==> src/rtl/addr_scan_seq.sv <==
// ============================================================================
// Module   : addr_scan_seq
// Purpose  : Programmable 4-bit address sequencer for the 4-to-16 decoder.
// Revision : 1.0 - initial release
// ============================================================================
`default_nettype none

module addr_scan_seq #(
   parameter int DWELL_W = 8
) (
   input  logic               clk,
   input  logic               rst_n,
   input  logic               start,
   input  logic               stop,
   input  logic               mode_cont,
   input  logic               dir_down,
   input  logic [3:0]         first,
   input  logic [3:0]         last,
   input  logic [DWELL_W-1:0] dwell,
   output logic [3:0]         addr,
   output logic               valid,
   output logic               busy,
   output logic               done,
   output logic               wrap
);

   localparam logic [DWELL_W-1:0] CNT_ONE  = DWELL_W'(1);
   localparam logic [DWELL_W-1:0] CNT_ZERO = '0;

   typedef enum logic [0:0] {
      ST_IDLE = 1'b0,
      ST_SCAN = 1'b1
   } state_t;

   state_t             state_q, state_d;
   logic [3:0]         addr_q, addr_d;
   logic               valid_q, valid_d;
   logic               busy_q, busy_d;
   logic               done_q, done_d;
   logic               wrap_q, wrap_d;
   logic [DWELL_W-1:0] cnt_q, cnt_d;

   logic [3:0]         cfg_first_q, cfg_first_d;
   logic [3:0]         cfg_last_q, cfg_last_d;
   logic               cfg_down_q, cfg_down_d;
   logic               cfg_cont_q, cfg_cont_d;
   logic [DWELL_W-1:0] cfg_dwell_q, cfg_dwell_d;

   logic [3:0]         step_addr;

   // 4-bit arithmetic gives the modulo-16 wrap through 15/0 for free
   assign step_addr = cfg_down_q ? (addr_q - 4'd1) : (addr_q + 4'd1);

   always_ff @(posedge clk or negedge rst_n) begin
      if (!rst_n) begin
         state_q <= ST_IDLE;
      end else begin
         state_q <= state_d;
      end
   end

   always_comb begin
      state_d     = state_q;
      addr_d      = addr_q;
      valid_d     = valid_q;
      busy_d      = busy_q;
      done_d      = 1'b0;
      wrap_d      = 1'b0;
      cnt_d       = cnt_q;
      cfg_first_d = cfg_first_q;
      cfg_last_d  = cfg_last_q;
      cfg_down_d  = cfg_down_q;
      cfg_cont_d  = cfg_cont_q;
      cfg_dwell_d = cfg_dwell_q;

      case (state_q)
         ST_IDLE: begin
            valid_d = 1'b0;
            busy_d  = 1'b0;
            if (start && !stop) begin
               state_d     = ST_SCAN;
               addr_d      = first;
               valid_d     = 1'b1;
               busy_d      = 1'b1;
               cnt_d       = dwell;
               cfg_first_d = first;
               cfg_last_d  = last;
               cfg_down_d  = dir_down;
               cfg_cont_d  = mode_cont;
               cfg_dwell_d = dwell;
            end
         end

         ST_SCAN: begin
            // Abort takes priority over any advance or end-of-pass this cycle
            if (stop) begin
               state_d = ST_IDLE;
               valid_d = 1'b0;
               busy_d  = 1'b0;
            end else if (cnt_q != CNT_ZERO) begin
               cnt_d = cnt_q - CNT_ONE;
            end else if (addr_q != cfg_last_q) begin
               addr_d = step_addr;
               cnt_d  = cfg_dwell_q;
            end else if (cfg_cont_q) begin
               addr_d = cfg_first_q;
               cnt_d  = cfg_dwell_q;
               wrap_d = 1'b1;
            end else begin
               state_d = ST_IDLE;
               valid_d = 1'b0;
               busy_d  = 1'b0;
               done_d  = 1'b1;
            end
         end

         default: begin
            state_d = ST_IDLE;
            valid_d = 1'b0;
            busy_d  = 1'b0;
         end
      endcase
   end

   always_ff @(posedge clk or negedge rst_n) begin
      if (!rst_n) begin
         addr_q      <= 4'd0;
         valid_q     <= 1'b0;
         busy_q      <= 1'b0;
         done_q      <= 1'b0;
         wrap_q      <= 1'b0;
         cnt_q       <= CNT_ZERO;
         cfg_first_q <= 4'd0;
         cfg_last_q  <= 4'd0;
         cfg_down_q  <= 1'b0;
         cfg_cont_q  <= 1'b0;
         cfg_dwell_q <= CNT_ZERO;
      end else begin
         addr_q      <= addr_d;
         valid_q     <= valid_d;
         busy_q      <= busy_d;
         done_q      <= done_d;
         wrap_q      <= wrap_d;
         cnt_q       <= cnt_d;
         cfg_first_q <= cfg_first_d;
         cfg_last_q  <= cfg_last_d;
         cfg_down_q  <= cfg_down_d;
         cfg_cont_q  <= cfg_cont_d;
         cfg_dwell_q <= cfg_dwell_d;
      end
   end

   assign addr  = addr_q;
   assign valid = valid_q;
   assign busy  = busy_q;
   assign done  = done_q;
   assign wrap  = wrap_q;

endmodule

`default_nettype wire

==> config.mk <==
export PLATFORM = sky130hd
export DESIGN_NAME = addr_scan_seq
export DESIGN_NICKNAME = d
export VERILOG_FILES = /design/src/rtl/addr_scan_seq.sv
export SDC_FILE = /design/constraint.sdc
export NUM_CORES = 1
export LEC_CHECK = 0
export ABC_AREA = 1
export CORE_MARGIN = 2
export CORE_UTILIZATION = 40
export CTS_BUF_LIST = sky130_fd_sc_hd__clkbuf_8
export CTS_CLUSTER_DIAMETER = 120
export DETAILED_ROUTE_END_ITERATION = 7
export HOLD_SLACK_MARGIN = 0.15
export SLEW_MARGIN = 20
export SYNTH_ARGS = -nofsm -noshare
export SYNTH_HDL_FRONTEND = slang
export SYNTH_SLANG_ARGS = --single-unit
==> constraint.sdc <==
create_clock -name clk -period 1.3 [get_ports clk]
set_input_delay 0.26 -clock clk [delete_from_list [all_inputs] [get_ports clk]]
set_output_delay 0.26 -clock clk [all_outputs]
set_load 0.02 [all_outputs]
==> results of run 1 <==
metal layers:
metal	global-route usage (%)	wire (um)
met1	27.6	2490
met2	28.4	2070
met3	4.42	140
met4	4.68	48
met5	0	0
state kept, by name, indices dropped and copies added (netlist names), 4 cells and up:
signal	count
addr	4
cfg_dwell_q	8
cfg_first_q	4
cfg_last_q	4
cnt_q	8
synth_stat cells:
library cell,n
o21ai_0,18
clkbuf_1,3
nor2_1,21
inv_2,5
nor2_4,3
nand3b_1,4
nor2_8,2
ha_1,4
fa_1,1
buf_2,2
nand2_2,8
dfrtp_1,34
inv_1,27
nand3_4,2
nor2_2,1
nand3_1,15
or2_2,1
o21ai_1,2
o21a_1,2
a21oi_1,9
xor2_1,2
nand2_1,100
o21ai_2,1
buf_4,1
o21bai_4,1
buf_6,1
nor3_1,2
metrics by stage:
stage                     TNS [ns]  setup WS (ns)  cells
after floorplan            -0.0397        -0.0235    272
after global placement       -5.36         -0.267    389
after detailed placement     -6.66         -0.315    389
after CTS                    -2.54         -0.205    401
after global routing         -3.89         -0.310    405
final                        -2.44         -0.199    405
area by class of cell:
type                    instances  area [um2]
clock inverters                 3        40.0
inverters                      32         120
flip-flops and latches         34         856
well taps                      67        83.8
fillers                       482        1980
clock buffers                   5        68.8
multi-input cells             200        1110
repair buffers                 64         556
power by group through the flow:
stage / sequential, W / clock, W / combinational [W]
after global routing: 0.00155 / 0.00103 / 0.00252
after global placement: 0.00152 / 0 / 0.00201
after floorplan: 0.00155 / 0 / 0.00123
final: 0.00151 / 0.000966 / 0.00223
after detailed placement: 0.00152 / 0 / 0.00203
after CTS: 0.00150 / 0.000981 / 0.00213
worst register-to-register path, stage by stage, from the launching register on:
cell and delay (ns):
dfrtp_1 0.40, inv_2 0.10, ha_4 0.15, nand2_4 0.05, nor2_4 0.18, nand3_4 0.14, nor2_4 0.15, nor2_2 0.09
o21a_1 0.13
how the worst min path moves through the flow:
| stage | to | slack, ns |
|---|---|---|
| after floorplan | addr[0]$_DFFE_PN0P_ | -0.04 |
| after global placement | done$_DFF_PN0_ | 0.46 |
| after detailed placement | done$_DFF_PN0_ | 0.46 |
| after CTS | cfg_first_q[1]$_DFFE_PN0P_ | 0.34 |
| after global routing | cfg_dwell_q[5]$_DFFE_PN0P_ | 0.36 |
| final | cfg_dwell_q[5]$_DFFE_PN0P_ | 0.33 |
cells by family after synthesis:
group	share of synthesized area [%]
compound gates	9.26
xor+xnor	0.864
fa+ha+maj	3.46
buf+inv	7.90
flops	42.0
simple gates	36.5
what timing repair did:
action | 4_1_cts | 5_1_grt
pin swaps | 16 | 6
setup endpoints to repair | 24 | 22
cloned | 1 | 0
resized for setup | 23 | 15
setup buffers | 3 | 4
==> results.cfg, run 1 <==
[run_status]
outcome = complete, but fails checks
violations = negative setup slack

[setup_path]
path_buf_inv = 1
r2r_slack_ns = -0.20
critPathMaxStageDelay_ns = 0.40
crit_path_cell_trace = inv_2 -> ha_4 -> nand2_4 -> nor2_4 -> nand3_4 -> nor2_4 -> nor2_2 -> o21a_1
cp_slowest_cell = dfrtp_1
r2r-start = cnt_q[0]$_DFFE_PN0P_
crit_type = reg2reg
cpMostUsedCell = nor2_4
critPathRequiredTime_ns = 1.48
path_delay_family = simple AND/OR/NAND/NOR gates
reg2reg_depth = 8
worst-path-max-fanout = 5
startpoint_type = flop
critPathCaptureType = flop
crit_cells = 8
crit_start = cnt_q[0]$_DFFE_PN0P_
timing.rr.end = busy$_DFFE_PN0P_
cp.arrival_ns = 1.68
critical_path.endpoint = busy$_DFFE_PN0P_

[power_and_ir_drop]
p_int_w = 0.00292
swShare_pct = 38.0
total_power_w = 0.00471
pwr-share-seq_pct = 32.1
ir_worst_vdd_v = 0.000651
p_sw_w = 0.00179
pwr-share-clk_pct = 20.5
power_frac_comb_pct = 47.4
p_per_area_mw_per_mm2 = 1660
total_leakage_power_nw = 1.44

[sta]
fmax_ghz = 0.667
tightest_slew_ns = 0.384
drv_slew = 0
fin_ws_ns = -0.199
fin_crit_sh_pct = 115
setup_viol = 16
rsz0062_at_grt = yes
fin_skew_ns = 0.00486
hold_ws_ns = 0.328
post-route-min-period_ns = 1.50
hold_violations = 0
slew_headroom_pct = 74.3

[floorplan]
die_h_um = 75.2
dieArea_mm2 = 0.00565
pin_count = 30
die_width_um = 75.2
start_util_pct = 42.1
coreArea_mm2 = 0.00482
rows = 25

[grt]
grt_overflow = 0
antenna_found_initial = 0
grt_start_max_net_pins = 35
grt_use_total_pct = 18.9
grt_pass1_vias = 1769
grt_pass1_wl_um = 8070

[layout]
num_antenna_cells = 0
fin_util_pct = 58.9
design_area_mm2 = 0.00284
nets = 364
drive_above_1_share_pct = 27.2
layout_common_cells = 98 x nand2_1, 31 x buf_4, 30 x dfrtp_1
area_growth_pct = 39.9
final_common_cell = nand2_1

[drt]
ant_nets = 0
drtIter0Drc = 88
drt_pass1_iterations = 4
routedWlPerCell_um = 11.7
post_drt_via_cell_ratio = 4.52
dr_total_vias = 1832
wl_um = 4750
drcViolationCount = 0

[synthesis]
ys_seq_area_share_pct = 42.0
ys_ff_latch = 34
netlist.area_leader.share_pct = 42.0
yosys.area.top_type = dfrtp_1
ys_types = 27
synth_cells = 272
synth_nets = 299
synth_area_leaders = dfrtp_1 42%, nand2_1 19%, inv_1 5.0%, o21ai_0 4.4%, nor2_1 3.9%
yosysWarnings = 0
synth.cell_area_mm2 = 0.00203
syn_avg_cell_area_um2 = 7.45

[place]
gp_congestion = 0.800
placed_area_mm2 = 0.00261
dp_hpwl_um = 3270
port_buffers = 29

[worst_hold_path]
hp-class = in2async

[cts]
clk_latency_ns = 0.29
clkSinkCount = 34
cts_buffer_depth = 2
cts_buffers = 5
h-tree-depth = 2
ctsHoldBuffers = 0
clockRootBuffer = clkbuf_8
clkTransAtPathRegs_ns = 0.07
cts_tree = yes

[flow_run]
cap_violations = 0
(Power assumes the default switching activity.)
==> run 2, diff against run 1 <==
- SETUP_SLACK_MARGIN: unset -> 0.4
==> results.cfg, run 2 (synthesis results as in run 1) <==
[floorplan]
pin_count = 30
dieArea_mm2 = 0.00565
start_util_pct = 42.1
rows = 25
die_h_um = 75.2
die_width_um = 75.2
coreArea_mm2 = 0.00482

[setup_path]
crit_type = reg2reg
cpMostUsedCell = nand2_1
worst-path-max-fanout = 8
critPathCaptureType = flop
path_delay_family = simple AND/OR/NAND/NOR gates
path_buf_inv = 1
crit_path_cell_trace = inv_2 -> ha_4 -> nand2_2 -> nor2_4 -> nand3_4 -> o21bai_4 -> nand2_1 -> nand2_1
critPathRequiredTime_ns = 1.52
critPathMaxStageDelay_ns = 0.40
cp_slowest_cell = dfrtp_1
cp.arrival_ns = 1.68
startpoint_type = flop

[place]
port_buffers = 29
dp_hpwl_um = 3300
placed_area_mm2 = 0.00265
gp_congestion = 0.783

[sta]
slew_headroom_pct = 81.3
drv_slew = 0
rsz0062_at_grt = yes
fin_crit_sh_pct = 112
hold_ws_ns = 0.342
fin_ws_ns = -0.153
fmax_ghz = 0.688
hold_violations = 0
post-route-min-period_ns = 1.45
setup_viol = 16
tightest_slew_ns = 0.280
fin_skew_ns = 0.00666

[cts]
clkSinkCount = 34
cts_buffers = 5
cts_tree = yes
clk_latency_ns = 0.29
clkTransAtPathRegs_ns = 0.07
cts_buffer_depth = 2
h-tree-depth = 2
clockRootBuffer = clkbuf_8

[worst_hold_path]
hp-class = in2async

[layout]
nets = 367
regArea_um2 = 857
top_regs = cfg_dwell_q: 8 flops, cnt_q: 8 flops
multi_input_area_mm2 = 0.00123
drive_above_1_share_pct = 38.4
area_growth_pct = 52.8
final_common_cell = nand2_1
fillers = 422
design_area_mm2 = 0.00310
layout_common_cells = 77 x nand2_1, 30 x buf_4, 29 x dfrtp_1
num_antenna_cells = 0

[run_status]
violations = negative setup slack
outcome = complete, but fails checks

[drt]
ant_nets = 0
routedWlPerCell_um = 12.6
post_drt_via_cell_ratio = 4.66
dr_total_vias = 1902
drt_pass1_iterations = 4
wl_um = 5130
drtIter0Drc = 70
drcViolationCount = 0

[power_and_ir_drop]
ir_worst_vdd_v = 0.000815
total_leakage_power_nw = 1.54
total_power_w = 0.00484
p_per_area_mw_per_mm2 = 1560

[grt]
grt_pass1_vias = 1771
grt_start_max_net_pins = 35
grt_use_total_pct = 19.6
grt_pass1_wl_um = 8270
antenna_found_initial = 0
grt_overflow = 0

[flow_run]
cap_violations = 0
run 2: final timing paths:
kind	depth (start not counted)	slack, ns	startpoint	end
min in group clk	2	0.48	cfg_first_q[3]$_DFFE_PN0P_	cfg_first_q[3]$_DFFE_PN0P_
worst max register to register	8	-0.15	cnt_q[1]$_DFFE_PN0P_	cnt_q[1]$_DFFE_PN0P_
worst min-delay path	2	0.34	rst_n	cfg_dwell_q[7]$_DFFE_PN0P_
worst min register to register	2	0.48	cfg_first_q[3]$_DFFE_PN0P_	cfg_first_q[3]$_DFFE_PN0P_
max in group asynchronous	2	0.75	rst_n	addr[1]$_DFFE_PN0P_
worst max-delay path	8	-0.15	cnt_q[1]$_DFFE_PN0P_	cnt_q[1]$_DFFE_PN0P_
run 2: final cells by class:
cell class,count,area share [%]
multi-input cells,199,39.7
flip-flops and latches,34,27.7
repair buffers,68,22.2
inverters,32,4.12
clock buffers,8,3.56
well taps,67,2.71
run 2: power by group:
group / switching (W) / internal [W] / total [W]
Sequential: 0.000243 / 0.00131 / 0.00155
Clock: 0.000388 / 0.000535 / 0.000923
Combinational: 0.00122 / 0.00115 / 0.00237
Total: 0.00185 / 0.00299 / 0.00484
run 2: worst register-to-register path, stage by stage (launching register included):
cell      delay (ns)
dfrtp_1         0.40
inv_2           0.09
ha_4            0.13
nand2_2         0.06
nor2_4          0.19
nand3_4         0.13
o21bai_4        0.25
nand2_1         0.10
nand2_1         0.06
run 2: metrics by stage:
stage | setup TNS [ns] | setup slack [ns] | utilization (%) | cells
3_5_place_dp | -6.22 | -0.321 | 55.0 | 391
4_1_cts | -2.41 | -0.189 | 61.0 | 405
5_1_grt | -3.80 | -0.274 | 64.3 | 408
3_3_place_gp | -5.39 | -0.264 | 55.0 | 391
6_report | -1.94 | -0.153 | 64.3 | 408
2_1_floorplan | -0.166 | -0.0223 | - | 272
run 2: layer usage:
layer / vias to the layer above / wire length, um / global-route usage (%)
met4: 0 / 55 / 5.26
met3: 6 / 284 / 4.69
met1: 866 / 2430 / 27.8
li1: 981 / - / -
met2: 49 / 2370 / 30.2
met5: - / 0 / 0
run 2: timing repair:
item,4_1_cts,5_1_grt
gates cloned,2,0
buffers inserted,4,3
endpoints found under the setup margin,42,42
pin swaps,21,16
gates resized for setup,93,35
hold buffers,0,0
==> run 3, diff against run 2 <==
- SETUP_SLACK_MARGIN: 0.4 -> 0.05
==> results.cfg, run 3 (synthesis results as in run 1) <==
[grt]
grt_overflow = 0
met3_usage_pct = 4.02
global_route.usage.met2_pct = 29.4
grt_start_max_net_pins = 35
grt_use_total_pct = 18.8
top_usage_layer = met2
antenna_found_initial = 0
grt_pass1_vias = 1722
grtUsageMet1_pct = 26.5
grt_pass1_wl_um = 8000

[sta]
hold_violations = 0
slew_headroom_pct = 82.6
drv_slew = 0
tightest_slew_ns = 0.260
fin_ws_ns = -0.193
fin_skew_ns = 0.00732
fin_crit_sh_pct = 115
rsz0062_at_grt = yes
setup_viol = 16
post-route-min-period_ns = 1.49
fmax_ghz = 0.670

[layout]
final_common_cell = nand2_1
drive_above_1_share_pct = 27.2
final_cells = 401
num_antenna_cells = 0
nets = 360
top_regs = cfg_dwell_q: 8 flops, cnt_q: 8 flops
layout_common_cells = 96 x nand2_1, 30 x dfrtp_1, 28 x buf_4
area_growth_pct = 38.0
fin_util_pct = 58.1
design_area_mm2 = 0.00280

[drt]
post_drt_via_cell_ratio = 4.53
ant_nets = 0
dr_total_vias = 1815
drtIter0Drc = 98
drcViolationCount = 0
drt_pass1_iterations = 4
wl_um = 4630
routedWlPerCell_um = 11.5

[place]
dpl.cell_count = 390
dp_slack_ns = -0.307
placed_area_mm2 = 0.00264
dp_hpwl_um = 3280
gp_congestion = 0.790
port_buffers = 29

[floorplan]
start_util_pct = 42.1
die_h_um = 75.2
dieArea_mm2 = 0.00565
coreArea_mm2 = 0.00482
die_width_um = 75.2
pin_count = 30
rows = 25

[setup_path]
r2r_slack_ns = -0.19
crit_type = reg2reg
critPathRequiredTime_ns = 1.53
worst-path-max-fanout = 8
startpoint_type = flop
cp.arrival_ns = 1.72
critPathCaptureType = flop

[cts]
clkSinkCount = 34
clockRootBuffer = clkbuf_8
ctsHoldBuffers = 0
cts_tree = yes
clkTransAtPathRegs_ns = 0.07
h-tree-depth = 2
cts_buffer_depth = 2
cts_buffers = 5
clk_latency_ns = 0.29

[flow_run]
cap_violations = 0

[power_and_ir_drop]
p_per_area_mw_per_mm2 = 1600
total_leakage_power_nw = 1.40
ir_worst_vdd_v = 0.000787

[worst_hold_path]
hp-class = in2async

[run_status]
violations = negative setup slack
outcome = complete, but fails checks
==> run 3: final cells by class <==
| cell class | instances | area [um2] |
|---|---|---|
| clock buffer | 6 | 82.6 |
| clock inverter | 2 | 7.51 |
| fill | 472 | 2020 |
| inverter | 32 | 123 |
| multi-input combinational | 199 | 1110 |
| sequential | 34 | 856 |
| tap | 67 | 83.8 |
| timing repair buffer | 61 | 537 |
==> run 3: repair_timing <==
action | in CTS | in global routing
resized for setup | 30 | 15
pin swaps | 5 | 17
endpoints found under the setup margin | 24 | 23
cloned | 0 | 0
setup buffers | 2 | 1
==> run 3: path summary, 6_finish.rpt <==
path | from | endpoint | cells past startpoint
hold / removal | rst_n | cfg_dwell_q[4]$_DFFE_PN0P_ | 2
setup reg to reg | cnt_q[0]$_DFFE_PN0P_ | cnt_q[0]$_DFFE_PN0P_ | 8
max in group asynchronous | rst_n | addr[2]$_DFFE_PN0P_ | 2
hold reg to reg | cfg_cont_q$_DFFE_PN0P_ | done$_DFF_PN0_ | 1
setup / recovery | cnt_q[0]$_DFFE_PN0P_ | cnt_q[0]$_DFFE_PN0P_ | 8
min in group clk | cfg_cont_q$_DFFE_PN0P_ | done$_DFF_PN0_ | 1
==> run 3: where the power goes <==
part | internal [W] | total, W | switching [W] | leakage [nW]
Combinational | 0.000997 | 0.00215 | 0.00115 | 0.934
Sequential | 0.00130 | 0.00151 | 0.000205 | 0.417
Clock | 0.000416 | 0.000803 | 0.000386 | 0.0538
Total | 0.00272 | 0.00446 | 0.00174 | 1.40
==> run 3: worst max-delay path: stages (launching register included) <==
cell and delay (ns):
dfrtp_1 0.39, inv_2 0.09, ha_4 0.14, nand2_4 0.05, nor2_4 0.21, nand3_4 0.13
o21bai_4 0.27, nand2_1 0.09, nand2_1 0.07
==> run 3: per-stage QoR <==
step	setup TNS [ns]	hold WS [ns]	power, W
6_report	-2.41	0.334	0.00446
5_1_grt	-3.92	0.360	0.00485
4_1_cts	-2.05	0.336	0.00441
3_5_place_dp	-6.38	0.453	0.00360
3_3_place_gp	-5.40	0.463	0.00357
2_1_floorplan	-0.109	-0.0356	0.00281
==> run 3: per-layer routing <==
metal / part of all wire (%) / up-vias
li1: - / 964
met1: 51 / 815
met2: 44 / 30
met3: 3.8 / 6
met4: 1.2 / 0
met5: 0 / -
